### config.mk
export PLATFORM = sky130hd
export DESIGN_NAME = mem_copy_dma
export DESIGN_NICKNAME = d
export VERILOG_FILES = /design/src/rtl/mem_copy_dma_pkg.sv /design/src/rtl/mem_copy_dma_addr_check.sv /design/src/rtl/mem_copy_dma.sv
export SDC_FILE = /design/constraint.sdc
export NUM_CORES = 1
export LEC_CHECK = 0
export CAP_MARGIN = 20
export CORE_ASPECT_RATIO = 1.25
export CORE_MARGIN = 4
export CORE_UTILIZATION = 30
export CTS_CLUSTER_DIAMETER = 40
export CTS_CLUSTER_SIZE = 40
export DETAILED_ROUTE_END_ITERATION = 6
export PLACE_DENSITY_LB_ADDON = 0.2
export REMOVE_ABC_BUFFERS = 1
export SLEW_MARGIN = 20
export SYNTH_ARGS = -nofsm -noshare
export SYNTH_HDL_FRONTEND = slang
export SYNTH_SLANG_ARGS = --single-unit
### constraint.sdc
create_clock -name clk -period 7 [get_ports clk]
set_input_delay 1.05 -clock clk [delete_from_list [all_inputs] [get_ports clk]]
set_output_delay 1.05 -clock clk [all_outputs]
set_load 0.01 [all_outputs]
### src/rtl/mem_copy_dma_pkg.sv
// Shared definitions for the word-copy DMA and the data memory it drives:
// FSM encoding, size defaults, forbidden address region and address helper.
package mem_copy_dma_pkg;

  localparam int MAX_WORDS_DEFAULT = 256;
  localparam int CNT_BITS_DEFAULT  = 9;

  // Top nibble of any address the engine must never strobe.
  localparam logic [3:0] FORBIDDEN_REGION = 4'h4;

  typedef enum logic [2:0] {
    S_IDLE  = 3'd0,
    S_CHECK = 3'd1,
    S_RD    = 3'd2,
    S_WR    = 3'd3,
    S_FIN   = 3'd4,
    S_ERR   = 3'd5
  } state_t;

  // Byte address of word idx relative to base; wraps modulo 2^32.
  function automatic logic [31:0] word_addr(input logic [31:0] base,
                                            input logic [29:0] idx);
    return base + {idx, 2'b00};
  endfunction

endpackage

### src/rtl/mem_copy_dma_addr_check.sv
// Combinational address legality check: word alignment and forbidden region.
// Only the bits that matter are passed in (top nibble and byte offset).
module addr_check
  import mem_copy_dma_pkg::*;
(
  input  logic [3:0] addr_hi,
  input  logic [1:0] addr_lo,
  output logic       misaligned,
  output logic       forbidden
);

  assign misaligned = (addr_lo != 2'b00);
  assign forbidden  = (addr_hi == FORBIDDEN_REGION);

endmodule

### src/rtl/mem_copy_dma.sv
// Single-channel memory-to-memory word copy engine with one read/write pair
// per word, alignment/length/forbidden-region checking and a sticky error.
module mem_copy_dma
  import mem_copy_dma_pkg::*;
#(
  parameter int MAX_WORDS = MAX_WORDS_DEFAULT,
  parameter int CNT_BITS  = CNT_BITS_DEFAULT
) (
  input  logic                clk,
  input  logic                reset,
  input  logic                start,
  input  logic [31:0]         src_addr,
  input  logic [31:0]         dst_addr,
  input  logic [CNT_BITS-1:0] word_cnt,
  output logic                busy,
  output logic                done,
  output logic                err,
  output logic                mem_rd,
  output logic                mem_wr,
  output logic [31:0]         mem_addr,
  output logic [31:0]         mem_wdata,
  input  logic [31:0]         mem_rdata
);

  // Request handshake: start is a level sampled only while busy=0; the edge
  // that sees start=1 in IDLE accepts the request, anything while busy is dropped.

  state_t              state_q, state_d;
  logic [31:0]         src_q, dst_q, hold_q;
  logic [CNT_BITS-1:0] cnt_q, i_q, i_next;
  logic                err_q;

  logic [31:0] rd_addr, wr_addr;
  logic        src_misaligned, src_forbidden;
  logic        dst_misaligned, dst_forbidden;
  logic        cnt_too_big, cnt_zero, last_word;

  assign rd_addr     = word_addr(src_q, 30'(i_q));
  assign wr_addr     = word_addr(dst_q, 30'(i_q));
  assign i_next      = i_q + CNT_BITS'(1);
  assign last_word   = (i_next == cnt_q);
  assign cnt_zero    = (cnt_q == '0);
  assign cnt_too_big = (32'(cnt_q) > 32'(MAX_WORDS));

  // With i=0 in CHECK these see the latched base addresses, so the same
  // instances serve the alignment check and the per-strobe region check.
  addr_check u_src_check (
    .addr_hi   (rd_addr[31:28]),
    .addr_lo   (rd_addr[1:0]),
    .misaligned(src_misaligned),
    .forbidden (src_forbidden)
  );

  addr_check u_dst_check (
    .addr_hi   (wr_addr[31:28]),
    .addr_lo   (wr_addr[1:0]),
    .misaligned(dst_misaligned),
    .forbidden (dst_forbidden)
  );

  always_ff @(posedge clk or posedge reset) begin
    if (reset) begin
      state_q <= S_IDLE;
    end else begin
      state_q <= state_d;
    end
  end

  always_comb begin
    state_d = state_q;
    case (state_q)
      S_IDLE: begin
        if (start) state_d = S_CHECK;
      end
      S_CHECK: begin
        if (src_misaligned || dst_misaligned || cnt_too_big) state_d = S_ERR;
        else if (cnt_zero)                                   state_d = S_FIN;
        else                                                 state_d = S_RD;
      end
      S_RD: begin
        if (src_forbidden) state_d = S_ERR;
        else               state_d = S_WR;
      end
      S_WR: begin
        if (dst_forbidden)  state_d = S_ERR;
        else if (last_word) state_d = S_FIN;
        else                state_d = S_RD;
      end
      S_FIN:   state_d = S_IDLE;
      S_ERR:   state_d = S_IDLE;
      default: state_d = S_IDLE;
    endcase
  end

  // Strobes are suppressed in the very cycle a forbidden address is seen.
  always_comb begin
    busy      = (state_q != S_IDLE);
    done      = (state_q == S_FIN);
    err       = err_q;
    mem_rd    = 1'b0;
    mem_wr    = 1'b0;
    mem_addr  = '0;
    mem_wdata = '0;
    case (state_q)
      S_RD: begin
        if (!src_forbidden) begin
          mem_rd   = 1'b1;
          mem_addr = rd_addr;
        end
      end
      S_WR: begin
        if (!dst_forbidden) begin
          mem_wr    = 1'b1;
          mem_addr  = wr_addr;
          mem_wdata = hold_q;
        end
      end
      default: ;
    endcase
  end

  always_ff @(posedge clk or posedge reset) begin
    if (reset) begin
      src_q  <= '0;
      dst_q  <= '0;
      cnt_q  <= '0;
      i_q    <= '0;
      hold_q <= '0;
      err_q  <= 1'b0;
    end else begin
      if (state_q == S_IDLE && start) begin
        src_q <= src_addr;
        dst_q <= dst_addr;
        cnt_q <= word_cnt;
        i_q   <= '0;
        err_q <= 1'b0;
      end
      if (state_q == S_RD && !src_forbidden) begin
        hold_q <= mem_rdata;
      end
      if (state_q == S_WR && !dst_forbidden) begin
        i_q <= i_next;
      end
      if (state_d == S_ERR) begin
        err_q <= 1'b1;
      end
    end
  end

endmodule

==> results.ini <==
[route]
vias = 6045
detail_route.wirelength_um = 20500
drc_errors = 0
dr.first_iter.drc_count = 241
detail_route.vias_per_cell = 4.78
ant_nets = 0
drt_pass1_iterations = 5
route.detailed.wl_per_inst_um = 16.2

[status]
status = finished clean

[logic_synthesis]
post_synthesis_instance_area_sq_um = 7050
synth-warning-count = 0
syn_area_per_cell_sq_um = 8.81
ys_ff_latch = 118
netlist_instances = 800
seq_area_frac_synth_pct = 41.9
synth_edf_count = 0
netlist_cell_types = 58
synthFlopType = sky130_fd_sc_hd__dfrtp_1
asyncSetResetFlopFracSynth_pct = 100

[power_and_ir_drop]
p_leak_nw = 4.27
power.density_cell_area_nw_per_um2 = 338
maximum_vdd_drop_mv = 0.154

[cts]
number_of_buffers_inserted_during_clock_tree_synthesis = 17
cts.clk_slew.worst_paths_ns = 0.06
htree_num_levels = 4
clock_sinks = 118
clock_latency_ns = 0.41
cts-root-buf = sky130_fd_sc_hd__clkbuf_16
count_of_instances_resized_after_the_clock_tree_is_built = 0
tritoncts = done
cts_hold_buf = 0
cts_setup_buffers = 0
cts.path.max_buffers = 2

[global_routing]
grt_pass1_vias = 6044
global_route_wire_length_before_repair_um = 32600
global_route.usage.total_pct = 15.7
antenna_violations_before_repair = 1
globalRoute.totalOverflow = 0
grt_start_max_net_pins = 75

[timing]
worst_setup_margin_ns = 1.33
final_period_minus_worst_setup_slack_ns = 5.67
timing_max_transition_violations_final = 0
actual_transition_at_the_worst_max_transition_pin_ns = 0.876
hold_viol = 0
timing.max_slew.rel_slack_pct = 41.6
fmax_mhz = 176
period_share_pct = 81.0
unrepaired_setup_endpoints_after_global_routing = false
report.final.setup_viol = 0
hold_slack_ns = 0.489
clock_skew_ns = 0.0114

[die]
core.rowCount = 62
initial_core_util_pct = 30.6
dieHeight_um = 179
area_of_the_die_sq_um = 26000
num_io_pins = 177
coreArea_sq_um = 23000
die_w_um = 145

[worst_hold_path]
worstHoldPathType = reg2reg

[critical_path]
critical_path.endpoint_type = output pin
critical_path.max_fanout = 39
critPathLaunchType = flop
timing.critical_path.required_ns = 5.95
timing.setup.critical_path_class = reg2out
crit_arrival_ns = 4.62

[layout]
filler_cell_count = 2306
drive_above_1_share_pct = 8.40
register_area_sq_um = 2950
design.final.nets = 1092
multi_input_comb_area_sq_um = 3840
area_growth_syn_to_layout_pct = 36.5

[run]
drv_cap = 0

[place]
preCtsSetupSlack_ns = 1.62
hpwlAfterDp_um = 14800
gp_congestion = 0.818
io_buffers = 176

## synthesized netlist by cell type, types with 5 or more instances
master / number / area share, %
sky130_fd_sc_hd__nand2_1: 237 / 13
sky130_fd_sc_hd__dfrtp_1: 118 / 42
sky130_fd_sc_hd__xnor2_1: 38 / 4.7
sky130_fd_sc_hd__nand3_1: 34 / 2.4
sky130_fd_sc_hd__and2_1: 33 / 2.9
sky130_fd_sc_hd__xor2_1: 31 / 3.9
sky130_fd_sc_hd__clkbuf_1: 30 / 1.6
sky130_fd_sc_hd__mux2_2: 30 / 4.8
sky130_fd_sc_hd__o22ai_1: 27 / 2.4
sky130_fd_sc_hd__nor2_1: 23 / 1.2
sky130_fd_sc_hd__a21oi_1: 19 / 1.3
sky130_fd_sc_hd__ha_1: 19 / 3.4
sky130_fd_sc_hd__inv_1: 17 / 0.91
sky130_fd_sc_hd__o21ai_0: 17 / 1.2
sky130_fd_sc_hd__a21o_1: 10 / 1.1
sky130_fd_sc_hd__nand2b_1: 9 / 0.80
sky130_fd_sc_hd__nor3_1: 8 / 0.57
sky130_fd_sc_hd__or3_1: 8 / 0.71
sky130_fd_sc_hd__and3_1: 7 / 0.62
sky130_fd_sc_hd__nand4_1: 7 / 0.62
sky130_fd_sc_hd__mux2i_1: 5 / 0.71
sky130_fd_sc_hd__nor4_1: 5 / 0.44
## through the flow
stage | setup TNS, ns | instance area [sq um] | std cells | power, mW | util, %
2_1_floorplan | -7.36 | 6860 | 764 | 1.98 | -
3_3_place_gp | 0 | 9030 | 1232 | 2.39 | 39.2
3_5_place_dp | 0 | 9030 | 1232 | 2.40 | 39.2
4_1_cts | 0 | 9620 | 1264 | 3.30 | 41.8
5_1_grt | 0 | 9620 | 1265 | 3.51 | 41.8
6_report | 0 | 9620 | 1265 | 3.26 | 41.8
## worst max-delay path: stages, from the launching register on
cell                              delay (ns)
sky130_fd_sc_hd__dfrtp_1                0.48
sky130_fd_sc_hd__ha_1                   0.22
sky130_fd_sc_hd__inv_1                  0.05
sky130_fd_sc_hd__fa_1                   0.39
sky130_fd_sc_hd__nand2b_1               0.18
sky130_fd_sc_hd__a21oi_1                0.23
sky130_fd_sc_hd__o2111ai_1              0.27
sky130_fd_sc_hd__a21oi_1                0.38
sky130_fd_sc_hd__o2bb2ai_1              0.12
sky130_fd_sc_hd__or3_2                  0.77
sky130_fd_sc_hd__inv_8                  0.37
sky130_fd_sc_hd__a22o_1                 0.21
sky130_fd_sc_hd__clkdlybuf4s50_1        0.53
## state kept, by name, indices dropped and copies added, names as in the netlist
register	count
src_q	32
i_q	9
state_q	3
err	1
dst_q	32
cnt_q	9
hold_q	32
## per-layer routing
layer  up-vias  part of all wire [%]  track usage (%)
met5         -                     0                0
met4         0                   1.3             4.20
li1       3046                     -                -
met2       108                    51             27.0
met3        17                   4.5             4.28
met1      2874                    44             19.7
## cell families (layout without fill, tap and decap cells)
logic type      count (synthesis)  after routing  synth area share (%)
compound gates                108            108                  10.4
xor+xnor                       69             69                  8.57
fa+ha+maj                      21             21                  3.94
buf+inv                        55            231                  3.76
flops                         118            118                  41.9
mux                            38             38                  6.14
other cells                     0              1                     0
simple gates                  391            391                  25.3
## cell usage in the layout, fill, tap and decap left out, types with 8 or more instances in the layout
| cell type | count |
|---|---|
| sky130_fd_sc_hd__nand3_1 | 34 |
| sky130_fd_sc_hd__nor3_1 | 8 |
| sky130_fd_sc_hd__inv_1 | 16 |
| sky130_fd_sc_hd__dfrtp_1 | 118 |
| sky130_fd_sc_hd__clkbuf_16 | 17 |
| sky130_fd_sc_hd__and2_1 | 32 |
| sky130_fd_sc_hd__nand2b_1 | 9 |
| sky130_fd_sc_hd__xnor2_1 | 38 |
| sky130_fd_sc_hd__ha_1 | 19 |
| sky130_fd_sc_hd__o21ai_0 | 16 |
| sky130_fd_sc_hd__xor2_1 | 31 |
| sky130_fd_sc_hd__a21oi_1 | 19 |
| sky130_fd_sc_hd__a21o_1 | 10 |
| sky130_fd_sc_hd__o22ai_1 | 27 |
| sky130_fd_sc_hd__nor2_1 | 23 |
| sky130_fd_sc_hd__clkdlybuf4s50_1 | 176 |
| sky130_fd_sc_hd__mux2_2 | 30 |
| sky130_fd_sc_hd__nand2_1 | 236 |
## report_power, final
| part | internal (mW) | total (mW) | leakage (nW) | switching, mW |
|---|---|---|---|---|
| Combinational | 0.539 | 1.09 | 2.52 | 0.556 |
| Sequential | 0.987 | 1.28 | 1.47 | 0.295 |
| Clock | 0.536 | 0.879 | 0.275 | 0.343 |
| Total | 2.06 | 3.26 | 4.27 | 1.19 |
## worst paths after layout
path	endpoint	slack (ns)	start	cells past startpoint
max	mem_addr[7]	1.33	i_q[0]	12
min	src_q[2]	0.49	src_q[2]	2
max reg2reg	hold_q[18]	3.02	i_q[0]	11
min reg2reg	src_q[2]	0.49	src_q[2]	2
max in group asynchronous	dst_q[7]	4.52	reset	3
min in group asynchronous	src_q[23]	1.11	reset	2
## area by class of cell
type                       count  area share (%)
multi-input combinational    627            39.9
tap                          288            3.74
sequential                   118            30.7
timing repair buffer         180            18.6
inverter                      19           0.845
clock buffer                  18            4.56
antenna                        1          0.0260
clock inverter                14            1.57
Note: power is estimated with default switching activity, not from simulation.
==> variant 1: new RTL, same flow settings <==
Change the package constant `CNT_BITS_DEFAULT` from 9 to 13.
--- a/src/rtl/mem_copy_dma_pkg.sv
+++ b/src/rtl/mem_copy_dma_pkg.sv
@@ -3,7 +3,7 @@
 package mem_copy_dma_pkg;
 
   localparam int MAX_WORDS_DEFAULT = 256;
-  localparam int CNT_BITS_DEFAULT  = 9;
+  localparam int CNT_BITS_DEFAULT  = 13;
 
   // Top nibble of any address the engine must never strobe.
   localparam logic [3:0] FORBIDDEN_REGION = 4'h4;
Interface: changed (resized word_cnt); port bits go from 177 to 181. No check against the original RTL was run, so the function may have changed too.
==> variant 1 against the original RTL <==
- synthesized cell count is 9.8% higher
- power is 3.2% higher
- sequential cell count is 8 higher
- setup slack worse by 0.48 ns
- critical path type unchanged
- area after synthesis is 9.4% higher
- largest power group unchanged
- count of clock-buffer cells in the layout is 1 lower
- wire length is 9.6% higher
- core utilization is 0.75 points lower
- final area is 7.8% higher
==> variant 1: results (changes against the original RTL) <==
Parameter                              Value

Finish
  Net count, final    1185 (+8.5%)
  Multi-input combinational gate total    696 (+11%)
  Clock network area share    5.57% (-0.57 points)
  Fraction of standard cell area in multi-input logic    41.6% (+1.7 points)
  Count of plain and timing-repair buffers in the layout    185 (+2.8%)
  Antenna cell count    0 (-1)
  Storage element area    3150 um^2 (+6.8%)

Global route
  All-layer global routing usage    16.1% (+0.37 points)
  Met2 routing resource usage after global routing    25.8% (-1.2 points)
  Number of antenna violations at the first check in global routing    2 (+1)
  First-pass GRT wire length    36100 um (+11%)

Synth
  Synthesized-area fraction occupied by adder cells    4.90% (+0.96 points)
  Share of the yosys chip area belonging to registers    40.9% (-1.0 points)
  Compound-cell area share of the yosys netlist    11.7% (+1.4 points)
  Parity-gate share of the synthesized area counting xor and xnor cells    8.96% (+0.38 points)
  Cell types with the largest area share after synthesis    sky130_fd_sc_hd__dfrtp_1 (41%), sky130_fd_sc_hd__nand2_1 (12%), sky130_fd_sc_hd__xnor2_1 (4.8%)
  Synthesized instance count    878 (+9.8%)

Status
  Run status    finished clean

Critical path
  Worst flop-to-flop path endpoint    hold_q[16]$_DFFE_PP0P_
  Crit-path max FO    17 (-56%)
  Worst setup path endpoint    mem_addr[30]
  Slowest cell on the critical path    sky130_fd_sc_hd__a311o_1

Route
  Initial DRC Count    250 (+3.7%)
  Vias after detailed routing    6613 (+9.4%)

Pwr
  Comb pwr share    33.9% (+0.3 points)
  Cell-internal power    2.10 mW (+1.8%)
  Clk pwr    882 uW (about the same)
  Worst vdd rail ir drop    167 uV (+8.4%)

Floorplanning
  Floorplan Core Area    25300 um^2 (+9.8%)

Placement
  Port Buf Inserts    180 (+2.3%)
variant 1: changes by cell type in the layout (fill, tap and decap cells not counted), moves of 5 or more:
cell,before,now
sky130_fd_sc_hd__and3_1,7,16
sky130_fd_sc_hd__or3_1,7,1
sky130_fd_sc_hd__nand2_1,236,250
sky130_fd_sc_hd__ha_1,19,27
sky130_fd_sc_hd__o21ai_0,16,25
sky130_fd_sc_hd__dfrtp_1,118,126
sky130_fd_sc_hd__nor2_1,23,52
sky130_fd_sc_hd__o21a_1,1,6
sky130_fd_sc_hd__mux2_2,30,18
sky130_fd_sc_hd__nand3_1,34,21
sky130_fd_sc_hd__a221o_1,0,7
sky130_fd_sc_hd__mux2_4,3,14
variant 1: worst min-delay path by stage:
stage | from | end | slack (ns) | cells after the start
2_1_floorplan | dst_q[10]$_DFFE_PP0P_ | dst_q[10]$_DFFE_PP0P_ | 0.45 | 2
3_3_place_gp | src_q[12]$_DFFE_PP0P_ | src_q[12]$_DFFE_PP0P_ | 0.47 | 2
3_5_place_dp | src_q[12]$_DFFE_PP0P_ | src_q[12]$_DFFE_PP0P_ | 0.47 | 2
4_1_cts | src_q[2]$_DFFE_PP0P_ | src_q[2]$_DFFE_PP0P_ | 0.50 | 2
5_1_grt | hold_q[19]$_DFFE_PP0P_ | hold_q[19]$_DFFE_PP0P_ | 0.52 | 1
6_report | src_q[2]$_DFFE_PP0P_ | src_q[2]$_DFFE_PP0P_ | 0.49 | 2
variant 1: per-layer routing:
layer  vias up  share of wire, %
met3        32               6.2
met5         -              0.14
met2       143                47
met1      3112                45
li1       3322                 -
met4         4               2.0
==> variant 2: new RTL, config.mk and constraints unchanged <==
Without the edit above. Encoding of `state_t`: now Gray code (3 bits for 6 states).
--- a/src/rtl/mem_copy_dma_pkg.sv
+++ b/src/rtl/mem_copy_dma_pkg.sv
@@ -9,12 +9,12 @@
   localparam logic [3:0] FORBIDDEN_REGION = 4'h4;
 
   typedef enum logic [2:0] {
-    S_IDLE  = 3'd0,
-    S_CHECK = 3'd1,
-    S_RD    = 3'd2,
-    S_WR    = 3'd3,
-    S_FIN   = 3'd4,
-    S_ERR   = 3'd5
+    S_IDLE  = 3'b000,
+    S_CHECK = 3'b001,
+    S_RD    = 3'b011,
+    S_WR    = 3'b010,
+    S_FIN   = 3'b110,
+    S_ERR   = 3'b111
   } state_t;
 
   // Byte address of word idx relative to base; wraps modulo 2^32.
Formal check against the unedited RTL: no difference found for any inputs over 10 cycles, from zero or initial values and one cycle with reset high; not proved beyond that.
==> variant 2 against the original RTL <==
- setup slack better by 0.041 ns
- die area up 3.7%
- via count up 3.7%
- maximum frequency up 0.72%
- wire length up 6.1%
- sequential cell count unchanged
- area after synthesis up 3.9%
- final area up 3.5%
Power is not compared: it rests on default switching activity, and its combinational part moved more than twofold at a synthesized area within 25%.
==> variant 2: results (changes against the original RTL) <==
Parameter                              Value

Critical path
  Crit path arrival time    4.58 ns (-0.04 ns)
  Depth of the worst register-to-register path    10 (-1)
  Worst setup path endpoint    mem_addr[2]
  Crit-path max FO    37 (-5.1%)
  Worst setup path class    reg2out
  Slack of the worst reg-to-reg path    3.09 ns (+0.07 ns)
  RR Startpoint    i_q[0]$_DFFE_PP0P_
  Slowest cell on the critical path    sky130_fd_sc_hd__a211o_1
  Worst flop-to-flop path endpoint    hold_q[13]$_DFFE_PP0P_
  Largest stage delay on the critical path    0.75 ns (-0.02 ns)
  Cell class contributing the biggest share of worst-path delay    compound AO/OA/AOI/OAI gates

Finish
  Antenna cell count    0 (-1)
  Leading cell type in the layout, fill and taps excluded    sky130_fd_sc_hd__nand2_1
  Layout cells sized above 1    9.22% (+0.82 points)
  Largest registers ranked by flip-flop count    dst_q (32), hold_q (32), src_q (32)
  Net count, final    1103 (+1.0%)
  Fill cells    2415 (+4.7%)

Timing
  Clock Skews    0.0118 ns (+0.000420 ns)
  Worst-case headroom to the max-slew limit    42.0% (+0.37 points)
  Period Utilization, post-route    80.4% (-0.58 points)

Placement
  Minimum setup slack after placement    1.79 ns (+0.172 ns)
  Gp weighted congestion    0.807 (-1.4%)
  Detailed Place HPWL    15700 um (+6.2%)
  Port Buf Inserts    176 (unchanged)

Global route
  Total grt overflow    0 (unchanged)
  Maximum number of pins on one net before global-route repair    61 (-19%)
  First-pass GRT wire length    34800 um (+6.9%)
  Vias in the first global route    6431 (+6.4%)
  Number of antenna violations at the first check in global routing    1 (unchanged)
  All-layer global routing usage    16.3% (+0.64 points)

Synth
  Cell taking the most area after synthesis    sky130_fd_sc_hd__dfrtp_1
  Top cells by instance count after synthesis    sky130_fd_sc_hd__nand2_1 (258), sky130_fd_sc_hd__dfrtp_1 (118), sky130_fd_sc_hd__xor2_1 (43)
  Asr flop ratio synth    100% (unchanged)
  Cell types with the largest area share after synthesis    sky130_fd_sc_hd__dfrtp_1 (40%), sky130_fd_sc_hd__nand2_1 (13%), sky130_fd_sc_hd__xor2_1 (5.1%)
  Share of the yosys chip area belonging to registers    40.3% (-1.6 points)
  Yosys warns    0 (unchanged)
  Distinct cell type count after synthesis    66 (+14%)
  Number of enable-type register cells in the synthesized netlist    0 (unchanged)

Hold path
  Launch point of the worst hold path    dst_q[10]$_DFFE_PP0P_
  Worst hold path class    reg2reg

Route
  Via-to-Cell Ratio    4.78 (about the same)
  Initial DRC Count    201 (-17%)
  Final Routed Wirelength    21700 um (+6.1%)
  Detailed-routing iteration count for the pre-antenna-repair pass    4 (-1)

CTS
  CTS clock-pin slew for the worst setup and hold paths    0.06 ns (about the same)
  Maximum clock path buffer count    2 (unchanged)
  Clk_lat worst skew    0.42 ns
  Resized Gates After CTS    0 (unchanged)
  Root buffer cell    sky130_fd_sc_hd__clkbuf_16
  Number of buffers inserted by post-CTS setup repair    0 (unchanged)
  Number of levels the H-tree was split into    4 (unchanged)
  Number of clock buffers inserted by TritonCTS    17 (unchanged)

Pwr
  Worst vdd rail ir drop    228 uV
  Leak    4.34 nW
  Cell-internal power    2.81 mW

Status
  Run status    finished clean
variant 2: metal layers:
layer	routed length (um)	track usage [%]
met4	420	5.11
met2	10300	26.5
met3	1640	5.76
met1	9320	20.4
met5	20	0
variant 2: power groups by stage:
stage	logic [mW]	clock network (mW)	registers [mW]
floorplan	1.48	0	1.28
global route	2.59	1.03	1.44
CTS	2.39	0.995	1.38
global placement	2.37	0	1.38
detailed placement	2.38	0	1.38
finish	2.35	0.971	1.38
variant 2: cell families after synthesis:
group	Yosys count	share of synthesized area (%)
muxes	37	6.92
xor gates and xnor gates	74	8.85
DFF	118	40.3
and+or+nand+nor	416	25.8
buffers and inverters	43	3.49
AOI/OAI and AO/OA	102	10.8
adders and majority gates	21	3.79
variant 2: per-stage QoR:
stage	hold slack [ns]	utilization [%]	total power, mW	std cells	area, um^2
detailed placement	0.471	39.0	3.76	1280	9310
floorplan	0.452	-	2.75	774	7100
finish	0.484	41.7	4.70	1312	9960
global placement	0.474	39.0	3.75	1280	9310
CTS	0.490	41.7	4.76	1312	9960
global route	0.514	41.7	5.06	1312	9960
variant 2: worst min-delay path by stage:
stage | to | slack, ns | cells after the start
floorplan | dst_q[10]$_DFFE_PP0P_ | 0.45 | 2
global placement | dst_q[10]$_DFFE_PP0P_ | 0.47 | 2
detailed placement | src_q[7]$_DFFE_PP0P_ | 0.47 | 2
CTS | src_q[2]$_DFFE_PP0P_ | 0.49 | 2
global route | dst_q[10]$_DFFE_PP0P_ | 0.51 | 2
finish | dst_q[10]$_DFFE_PP0P_ | 0.48 | 2
variant 2: area by class of cell:
class,count,area [um^2],share of cell area (%)
well taps,325,407,4.08
clock inverters,14,210,2.11
multi-input cells,650,4120,41.3
clock buffers,18,439,4.41
inverters,6,37.5,0.377
flip-flops and latches,118,2950,29.6
repair buffers,181,1800,18.1
